`src/rtl/keypad_scanner.sv`:
```
// keypad_scanner: scans a 4x4 active-low matrix keypad and debounces both press and release.
// A one-cycle key_valid strobe marks each accepted press. key_code holds the last accepted key.
// Optional feature: define KEYPAD_AUTOREPEAT_EN to get repeat strobes while a key is held.
module keypad_scanner #(
    parameter int unsigned SCAN_DIV     = 1000,
    parameter int unsigned DEBOUNCE_CNT = 8,
    parameter int unsigned REPEAT_CNT   = 50
) (
    input  logic       clk,
    input  logic       rst,
    input  logic [3:0] row,
    output logic [3:0] col,
    output logic [3:0] key_code,
    output logic       key_valid,
    output logic       key_held
);

    localparam int unsigned SW = $clog2(SCAN_DIV);
    localparam int unsigned MW = $clog2(DEBOUNCE_CNT + 1);

    localparam logic [1:0] S_SCAN     = 2'd0;
    localparam logic [1:0] S_DEBOUNCE = 2'd1;
    localparam logic [1:0] S_PRESSED  = 2'd2;

    // Reject parameter values the scan timing cannot support
    if ((SCAN_DIV < 4) || (DEBOUNCE_CNT < 1) || (REPEAT_CNT < 1)) begin : g_bad_params
        $error("keypad_scanner: illegal parameter value");
    end

    logic [1:0]    r_state, w_state_nxt;
    logic [SW-1:0] r_slot;
    logic [3:0]    r_row_s1, r_row_s2;
    logic [1:0]    r_col_idx, w_col_idx_nxt;
    logic [3:0]    r_col;
    logic [3:0]    r_cand, w_cand_nxt;
    logic [MW-1:0] r_match, w_match_nxt;
    logic [MW-1:0] r_release, w_release_nxt;
    logic [3:0]    r_key_code, w_key_code_nxt;
    logic          r_key_valid, w_key_valid_nxt;
    logic          r_key_held, w_key_held_nxt;
    logic          w_sample;
    logic          w_row_any;
    logic [1:0]    w_row_sel;
    logic          w_cand_row_high;
    logic          w_accept;
`ifdef KEYPAD_AUTOREPEAT_EN
    localparam int unsigned RW = $clog2(REPEAT_CNT + 1);
    logic [RW-1:0] r_repeat, w_repeat_nxt;
`endif

    assign w_sample        = (r_slot == SW'(SCAN_DIV - 1));
    assign w_row_any       = (r_row_s2 != 4'hF);
    assign w_cand_row_high = r_row_s2[r_cand[3:2]];

    // Lowest-index low row wins when several rows are low
    always_comb begin
        w_row_sel = 2'd0;
        for (int i = 3; i >= 0; i--) begin
            if (!r_row_s2[i]) w_row_sel = 2'(i);
        end
    end

    // Next-state and datapath decisions, evaluated only at sample points
    always_comb begin
        w_state_nxt     = r_state;
        w_col_idx_nxt   = r_col_idx;
        w_cand_nxt      = r_cand;
        w_match_nxt     = r_match;
        w_release_nxt   = r_release;
        w_key_code_nxt  = r_key_code;
        w_key_valid_nxt = 1'b0;
        w_key_held_nxt  = r_key_held;
        w_accept        = 1'b0;
`ifdef KEYPAD_AUTOREPEAT_EN
        w_repeat_nxt    = r_repeat;
`endif
        case (r_state)
            S_SCAN: begin
                if (w_sample) begin
                    if (w_row_any) begin
                        w_cand_nxt  = {w_row_sel, r_col_idx};
                        w_match_nxt = MW'(1);
                        if (DEBOUNCE_CNT == 1) w_accept    = 1'b1;
                        else                   w_state_nxt = S_DEBOUNCE;
                    end else begin
                        w_col_idx_nxt = r_col_idx + 2'd1;
                    end
                end
            end
            S_DEBOUNCE: begin
                if (w_sample) begin
                    if (w_row_any && (w_row_sel == r_cand[3:2])) begin
                        if (r_match < MW'(DEBOUNCE_CNT)) w_match_nxt = r_match + MW'(1);
                        if (w_match_nxt == MW'(DEBOUNCE_CNT)) w_accept = 1'b1;
                    end else begin
                        w_state_nxt   = S_SCAN;
                        w_col_idx_nxt = r_col_idx + 2'd1;
                    end
                end
            end
            S_PRESSED: begin
                if (w_sample) begin
                    if (w_cand_row_high) begin
                        if (r_release < MW'(DEBOUNCE_CNT)) w_release_nxt = r_release + MW'(1);
                        if (w_release_nxt == MW'(DEBOUNCE_CNT)) begin
                            w_state_nxt    = S_SCAN;
                            w_col_idx_nxt  = 2'd0;
                            w_key_held_nxt = 1'b0;
                        end
                    end else begin
                        w_release_nxt = '0;
                    end
                end
`ifdef KEYPAD_AUTOREPEAT_EN
                if (w_release_nxt != '0) begin
                    w_repeat_nxt = '0;
                end else if (w_sample) begin
                    w_repeat_nxt = r_repeat + RW'(1);
                    if (w_repeat_nxt == RW'(REPEAT_CNT)) begin
                        w_key_valid_nxt = 1'b1;
                        w_repeat_nxt    = '0;
                    end
                end
`endif
            end
            default: w_state_nxt = S_SCAN;
        endcase
        if (w_accept) begin
            w_state_nxt     = S_PRESSED;
            w_key_code_nxt  = w_cand_nxt;
            w_key_valid_nxt = 1'b1;
            w_key_held_nxt  = 1'b1;
            w_release_nxt   = '0;
`ifdef KEYPAD_AUTOREPEAT_EN
            w_repeat_nxt    = '0;
`endif
        end
    end

    // State register
    always_ff @(posedge clk or posedge rst) begin
        if (rst) r_state <= S_SCAN;
        else     r_state <= w_state_nxt;
    end

    // Synchronizer, free-running slot counter and registered outputs
    always_ff @(posedge clk or posedge rst) begin
        if (rst) begin
            r_row_s1    <= 4'hF;
            r_row_s2    <= 4'hF;
            r_slot      <= '0;
            r_col_idx   <= 2'd0;
            r_col       <= 4'b1110;
            r_cand      <= 4'h0;
            r_match     <= '0;
            r_release   <= '0;
            r_key_code  <= 4'h0;
            r_key_valid <= 1'b0;
            r_key_held  <= 1'b0;
`ifdef KEYPAD_AUTOREPEAT_EN
            r_repeat    <= '0;
`endif
        end else begin
            r_row_s1    <= row;
            r_row_s2    <= r_row_s1;
            r_slot      <= w_sample ? '0 : r_slot + SW'(1);
            r_col_idx   <= w_col_idx_nxt;
            r_col       <= ~(4'b0001 << w_col_idx_nxt);
            r_cand      <= w_cand_nxt;
            r_match     <= w_match_nxt;
            r_release   <= w_release_nxt;
            r_key_code  <= w_key_code_nxt;
            r_key_valid <= w_key_valid_nxt;
            r_key_held  <= w_key_held_nxt;
`ifdef KEYPAD_AUTOREPEAT_EN
            r_repeat    <= w_repeat_nxt;
`endif
        end
    end

    assign col       = r_col;
    assign key_code  = r_key_code;
    assign key_valid = r_key_valid;
    assign key_held  = r_key_held;

endmodule

```
`config.mk`:
```
export PLATFORM = sky130hd
export DESIGN_NAME = keypad_scanner
export DESIGN_NICKNAME = d
export VERILOG_FILES = /design/src/rtl/keypad_scanner.sv
export SDC_FILE = /design/constraint.sdc
export NUM_CORES = 1
export LEC_CHECK = 0
export ABC_CLOCK_PERIOD_IN_PS = 2300
export CAP_MARGIN = 40
export CORE_UTILIZATION = 52
export DETAILED_ROUTE_END_ITERATION = 16
export GPL_TIMING_DRIVEN = 0
export PLACE_DENSITY = 0.72
export SLEW_MARGIN = 30
export SYNTH_ARGS = -nofsm -noshare
export SYNTH_HDL_FRONTEND = slang
export SYNTH_SLANG_ARGS = --single-unit
```
`constraint.sdc`:
```
create_clock -name clk -period 2.3 [get_ports clk]
set_input_delay 0.46 -clock clk [delete_from_list [all_inputs] [get_ports clk]]
set_output_delay 0.46 -clock clk [all_outputs]
set_load 0.005 [all_outputs]
```
==> impl_metrics.json, run 1 <==
{
  "maxCapViolations": 0,
  "synthFlopType": "dfrtp_1",
  "netlist_area_um2": 2230,
  "netlist_instances": 205,
  "slew_headroom": 0.642,
  "htree_levels": 2,
  "clockPowerShare": 0.360,
  "root_buffer": "clkbuf_8",
  "power_density_nw_per_um2": 511,
  "syn_nets": 214,
  "coreArea_um2": 4060,
  "nFillCells": 315,
  "period_share": 0.960,
  "cts.clk_slew.worst_paths_ns": 0.08,
  "wl_per_cell_um": 16.3,
  "rows": 23,
  "gp_congestion": 0.798,
  "comb_power_share": 0.038,
  "synth_enable_flop_cells": 0,
  "final-hold-violation-count": 0,
  "finalCriticalPeriod_ns": 2.21,
  "rr_endpoint": "key_code[3]",
  "critPathMaxFanout": 6,
  "antenna_found_initial": 0,
  "grt_first_pass_wirelength_mm": 7.59,
  "wirelength_mm": 4.52,
  "setup_viol": 0,
  "drt-pass1-iter-count": 4,
  "ys_types": 56,
  "clkLatencyLatePin_ns": 0.29,
  "start_util": 0.549,
  "status": "finished clean",
  "grt_use_total": 0.226,
  "crit_required_ns": 2.47,
  "grt_max_degree": 24,
  "crit_type": "flip-flop to flip-flop",
  "synth_area_leader_cell": "dfrtp_1",
  "portBuffers": 15,
  "layout.area.seq_um2": 1110,
  "antenna_left": 0,
  "internal_power_mw": 1.02,
  "synth.area.top_cells": "dfrtp_1 (37%), dfstp_2 (13%), mux2i_1 (3.1%), o21ai_0 (2.7%), nand2_1 (2.7%)",
  "io_pins": 16,
  "drc": 0,
  "dieArea_um2": 4550,
  "vias": 1648,
  "switching_share": 0.223,
  "die_h_um": 67.5,
  "reg2reg_depth": 5,
  "first_iter_violations": 76,
  "r2r_start": "r_match[0]",
  "maxSlewViolCount": 0,
  "multi_input_comb_area_um2": 1050,
  "cts_hold_buf": 0,
  "syn_to_final_growth_pct": 15.4,
  "die_w_um": 67.5,
  "tns_ns": 0,
  "max-vdd-ir-drop_v": 0.000383,
  "dp_hpwl_mm": 3.37,
  "nets": 236,
  "p_leak_nw": 1.10,
  "cts_tree": "done",
  "cts_sinks": 44,
  "clock_path_buffers": 2,
  "cp-end-kind": "flip-flop",
  "syn_area_per_cell_um2": 10.9,
  "fmax_ghz": 0.453,
  "async_flop_share": 1.00,
  "clock-skew-final_ns": 0.0116,
  "cp-startpoint": "r_match[0]",
  "whs_ns": 0.357,
  "hold_depth": 0,
  "rsz0062_at_grt": "false",
  "power_frac_seq": 0.602,
  "finalInstanceArea_um2": 2570,
  "r2r_slack_ns": 0.09,
  "crit_arrival_ns": 2.38,
  "placed_area_um2": 2470,
  "diodes": 0,
  "tightest_slew_ns": 0.529,
  "synth.top_cell.area_share": 0.371,
  "cts_inserted_buffers": 5,
  "overflow": 0,
  "hold_end": "r_row_s2[3]",
  "ys_seq_area_frac": 0.500,
  "synth_seq_cells": 44,
  "synth_warnings": 0,
  "hp-start": "r_row_s1[3]",
  "worst_hold_path_type": "flip-flop to flip-flop",
  "grt_pass1_vias": 1665,
  "switchingPower_mw": 0.293,
  "cp-start-kind": "flip-flop",
  "drive_gt1_frac": 0.193,
  "vias_per_cell": 5.93
}
-- how the worst max path moves through the flow --
stage                        endpoint  slack, ns  depth (start not counted)
after floorplan                col[3]       0.26                          6
after global placement       key_held       0.04                          2
after detailed placement  key_code[3]       0.02                          7
after CTS                      col[3]       0.02                          6
after global routing       r_match[0]       0.02                          6
final                     key_code[3]       0.09                          5
-- through the flow --
step / total power, mW / worst slack, ns / utilization / std cells
after detailed placement: 0.856 / 0.0153 / 0.608 / 271
after global placement: 0.847 / 0.0357 / 0.602 / 270
after CTS: 1.32 / 0.0167 / 0.630 / 279
after floorplan: 0.832 / 0.256 / - / 205
final: 1.31 / 0.0931 / 0.634 / 278
after global routing: 1.37 / 0.0250 / 0.634 / 278
-- synth_stat cells (2+ instances only) --
master / instances
a21oi_1: 6
a31oi_1: 2
and2_1: 4
and3_1: 3
buf_2: 2
buf_6: 2
clkbuf_1: 2
dfrtp_1: 33
dfstp_2: 11
ha_1: 3
inv_1: 11
mux2_1: 3
mux2_2: 3
mux2i_1: 7
nand2_1: 16
nand2b_1: 4
nand3_1: 8
nand4_1: 4
nand4bb_1: 2
nor2_1: 12
nor2b_1: 2
nor4_1: 2
o2111ai_1: 2
o211a_1: 2
o21ai_0: 12
o21ai_1: 2
o31ai_1: 6
or3_1: 4
or3b_1: 3
xnor2_1: 4
xor2_1: 3
-- layout by cell type, fill, tap and decap left out, drive strengths merged, types with 2 or more instances in the layout --
cell type	n
nand4	5
a31oi	2
or3	4
inv	11
a211oi	2
nor4	2
mux2i	7
o31ai	6
dfstp	11
o211a	3
o21ai	15
nand2	16
xor2	3
a21oi	6
nor2	12
nand2b	4
nand4bb	2
and3	4
xnor2	4
nand3	8
ha	3
and2	4
nor3	2
dfrtp	33
o2111ai	2
clkbuf	7
or3b	4
buf	5
nor2b	2
mux2	6
clkdlybuf4s50	15
-- cell families after synthesis --
| logic type | share of synthesized area |
|---|---|
| AND/OR/NAND/NOR | 0.197 |
| AO/OA/AOI/OAI | 0.150 |
| buffers and inverters | 0.0365 |
| multiplexers | 0.0719 |
| XOR/XNOR | 0.0275 |
| flip-flops | 0.500 |
| adder cells (fa/ha/maj) | 0.0168 |
-- final cells by class --
type	instances	area share
multi-input cells	144	0.410
clock buffers	6	0.0282
well taps	50	0.0243
inverters	11	0.0161
plain buffers	5	0.0146
clock inverters	2	0.00486
flip-flops and latches	44	0.433
repair buffers	16	0.0691
-- critical path, cell delays in order (launching register included) --
cell and delay, ns:
dfrtp_1 0.43, ha_1 0.32, o31ai_1 0.46, o211a_2 0.36, nand2_1 0.17, mux2_1 0.34
-- flip-flops by register name, indices dropped and copies added (netlist names) --
| signal | flops |
|---|---|
| key_code | 4 |
| col | 4 |
| r_col_idx | 2 |
| r_match | 4 |
| r_slot | 10 |
| key_held | 1 |
| key_valid | 1 |
| r_cand | 4 |
| r_row_s2 | 4 |
| r_row_s1 | 4 |
| r_state | 2 |
| r_release | 4 |
-- power groups by stage --
stage	Clock, mW	Combinational (mW)	Sequential, mW
after CTS	0.482	0.0505	0.791
after floorplan	0	0.0284	0.804
after global routing	0.518	0.0556	0.792
final	0.473	0.0500	0.791
after global placement	0	0.0424	0.805
after detailed placement	0	0.0505	0.805
-- repair_timing --
item | in CTS | in global routing
cloned | 0 | 0
gates resized for setup | 1 | 4
setup endpoints to repair | 1 | 8
buffers inserted | 0 | 0
pin swaps | 0 | 1
-- routing by layer --
layer / track usage / share of wire
met5: 0 / 0
met4: 0.0798 / 0.012
met3: 0.0524 / 0.024
met2: 0.384 / 0.52
met1: 0.278 / 0.45
Note: power is estimated with default switching activity, not from simulation.
==> run 2: changes to the inputs <==
Settings changed: CORE_ASPECT_RATIO set to 0.75.
==> impl_metrics.json, run 2 (same netlist as run 1, synthesis figures left out) <==
{
  "tightest_slew_ns": 0.518,
  "globalRouteMet2Util": 0.340,
  "dieArea_um2": 4550,
  "wl_per_cell_um": 15.3,
  "setup_viol": 0,
  "path_cells": "ha_1 > nand2_1 > nor4_4 > mux2i_1 > or3b_4 > or3b_1",
  "largest_reg_flops": 10,
  "cts_hold_buf": 0,
  "grt_pass1_vias": 1583,
  "drt-pass1-iter-count": 4,
  "syn_to_final_growth_pct": 19.0,
  "maxCapViolations": 0,
  "power_density_nw_per_um2": 556,
  "vias_per_cell": 5.77,
  "met1_usage": 0.290,
  "die_w_um": 77.6,
  "cp-start-kind": "flip-flop",
  "gp_congestion": 0.827,
  "dp.cells": 276,
  "first_iter_violations": 103,
  "cts_tree": "done",
  "grt_max_degree": 24,
  "crit_arrival_ns": 2.43,
  "grt_first_pass_wirelength_mm": 7.33,
  "finalCriticalPeriod_ns": 2.22,
  "max-vdd-ir-drop_v": 0.000318,
  "layout_common_cells": "dfrtp_1 (33), nand2_1 (16), clkdlybuf4s50_1 (15)",
  "use_met3": 0.0434,
  "final-hold-violation-count": 0,
  "dp_hpwl_mm": 3.16,
  "crit_type": "flip-flop to flip-flop",
  "clkLatencyLatePin_ns": 0.30,
  "clock-skew-final_ns": 0.00816,
  "fmax_ghz": 0.450,
  "worst_hold_path_type": "flip-flop to flip-flop",
  "hp-start": "r_row_s1[2]",
  "cp-end-kind": "flip-flop",
  "antenna_left": 0,
  "cts.clk_slew.worst_paths_ns": 0.08,
  "clock_path_buffers": 2,
  "coreArea_um2": 4080,
  "crit_required_ns": 2.51,
  "die_h_um": 58.7,
  "antenna_found_initial": 0,
  "overflow": 0,
  "io_pins": 16,
  "cp_slowest_cell": "or3b_4",
  "drc": 0,
  "grt_use_total": 0.211,
  "critPathMaxFanout": 4,
  "slew_headroom": 0.650,
  "root_buffer": "clkbuf_8",
  "r2r_start": "r_slot[0]",
  "portBuffers": 15,
  "nets": 237,
  "busiest_layer": "met2",
  "status": "finished clean",
  "start_util": 0.546,
  "cts_inserted_buffers": 5,
  "stdcell_count": 284,
  "cts_sinks": 44,
  "cp-startpoint": "r_slot[0]",
  "vias": 1640,
  "rows": 20,
  "diodes": 0,
  "p_total_mw": 1.48,
  "regMostFlops": "r_slot",
  "htree_levels": 2,
  "maxSlewViolCount": 0,
  "drive_gt1_frac": 0.205,
  "final_common_cell": "dfrtp_1",
  "p_leak_nw": 1.14,
  "period_share": 0.966,
  "nFillCells": 325,
  "slowest_delay_ns": 0.43,
  "wirelength_mm": 4.34
}
run 2: cell count changes in the layout (fill, tap and decap cells not counted), sizes merged:
cell      previous run  this run
clkinv               1         0
clkinvlp             1         0
bufinv               0         1
clkbuf               7         9
run 2: what timing repair did:
item / CTS / global route
endpoints found under the setup margin: 1 / 12
buffers inserted: 0 / 0
pin swaps: 0 / 1
resized for setup: 1 / 8
run 2: through the flow:
step	hold WS, ns	utilization	setup TNS, ns	area, um2	setup WS (ns)
after floorplan	0.345	-	0	2230	0.256
after global placement	0.346	0.600	-0.0252	2450	-0.0252
after detailed placement	0.348	0.607	0	2470	0.0176
after CTS	0.360	0.639	0	2610	0.0250
after global routing	0.362	0.650	-0.0135	2650	-0.0135
final	0.357	0.650	0	2650	0.0787
run 2: path summary, 6_finish.rpt:
| path | endpoint | slack (ns) | cells past startpoint |
|---|---|---|---|
| setup / recovery | col[3] | 0.08 | 6 |
| hold reg to reg | r_row_s2[2] | 0.36 | 0 |
| hold / removal | r_row_s2[2] | 0.36 | 0 |
| max in group asynchronous | col[3] | 1.22 | 3 |
| setup reg to reg | col[3] | 0.08 | 6 |
| min in group asynchronous | r_slot[6] | 0.52 | 2 |
run 2: metal layers:
layer | share of wire | wire length, um | vias to the layer above
met3 | 0.051 | 222 | 5
met4 | 0.0081 | 35 | 0
li1 | - | - | 788
met1 | 0.47 | 2030 | 798
met5 | 0 | 0 | -
met2 | 0.47 | 2050 | 49
run 2: critical path, delay by kind of cell (launching register included):
kind / cells / cell delay, ns
and+or+nand+nor: 4 / 1.28
muxes: 1 / 0.29
DFF: 1 / 0.37
adders and majority gates: 1 / 0.21
run 2: where the power goes:
group          switching [mW]  internal [mW]
clock                   0.252          0.383
sequential            0.00446          0.786
combinational          0.0286         0.0219
run 2: final cells by class:
| cell class | count | area (um2) | area share |
|---|---|---|---|
| flip-flops and latches | 44 | 1110 | 0.420 |
| multi-input cells | 144 | 1080 | 0.408 |
| repair buffers | 16 | 178 | 0.0670 |
| clock buffers | 7 | 96.3 | 0.0363 |
| well taps | 55 | 68.8 | 0.0259 |
| plain buffers | 6 | 41.3 | 0.0156 |
| inverters | 11 | 41.3 | 0.0156 |
| clock inverters | 1 | 30.0 | 0.0113 |
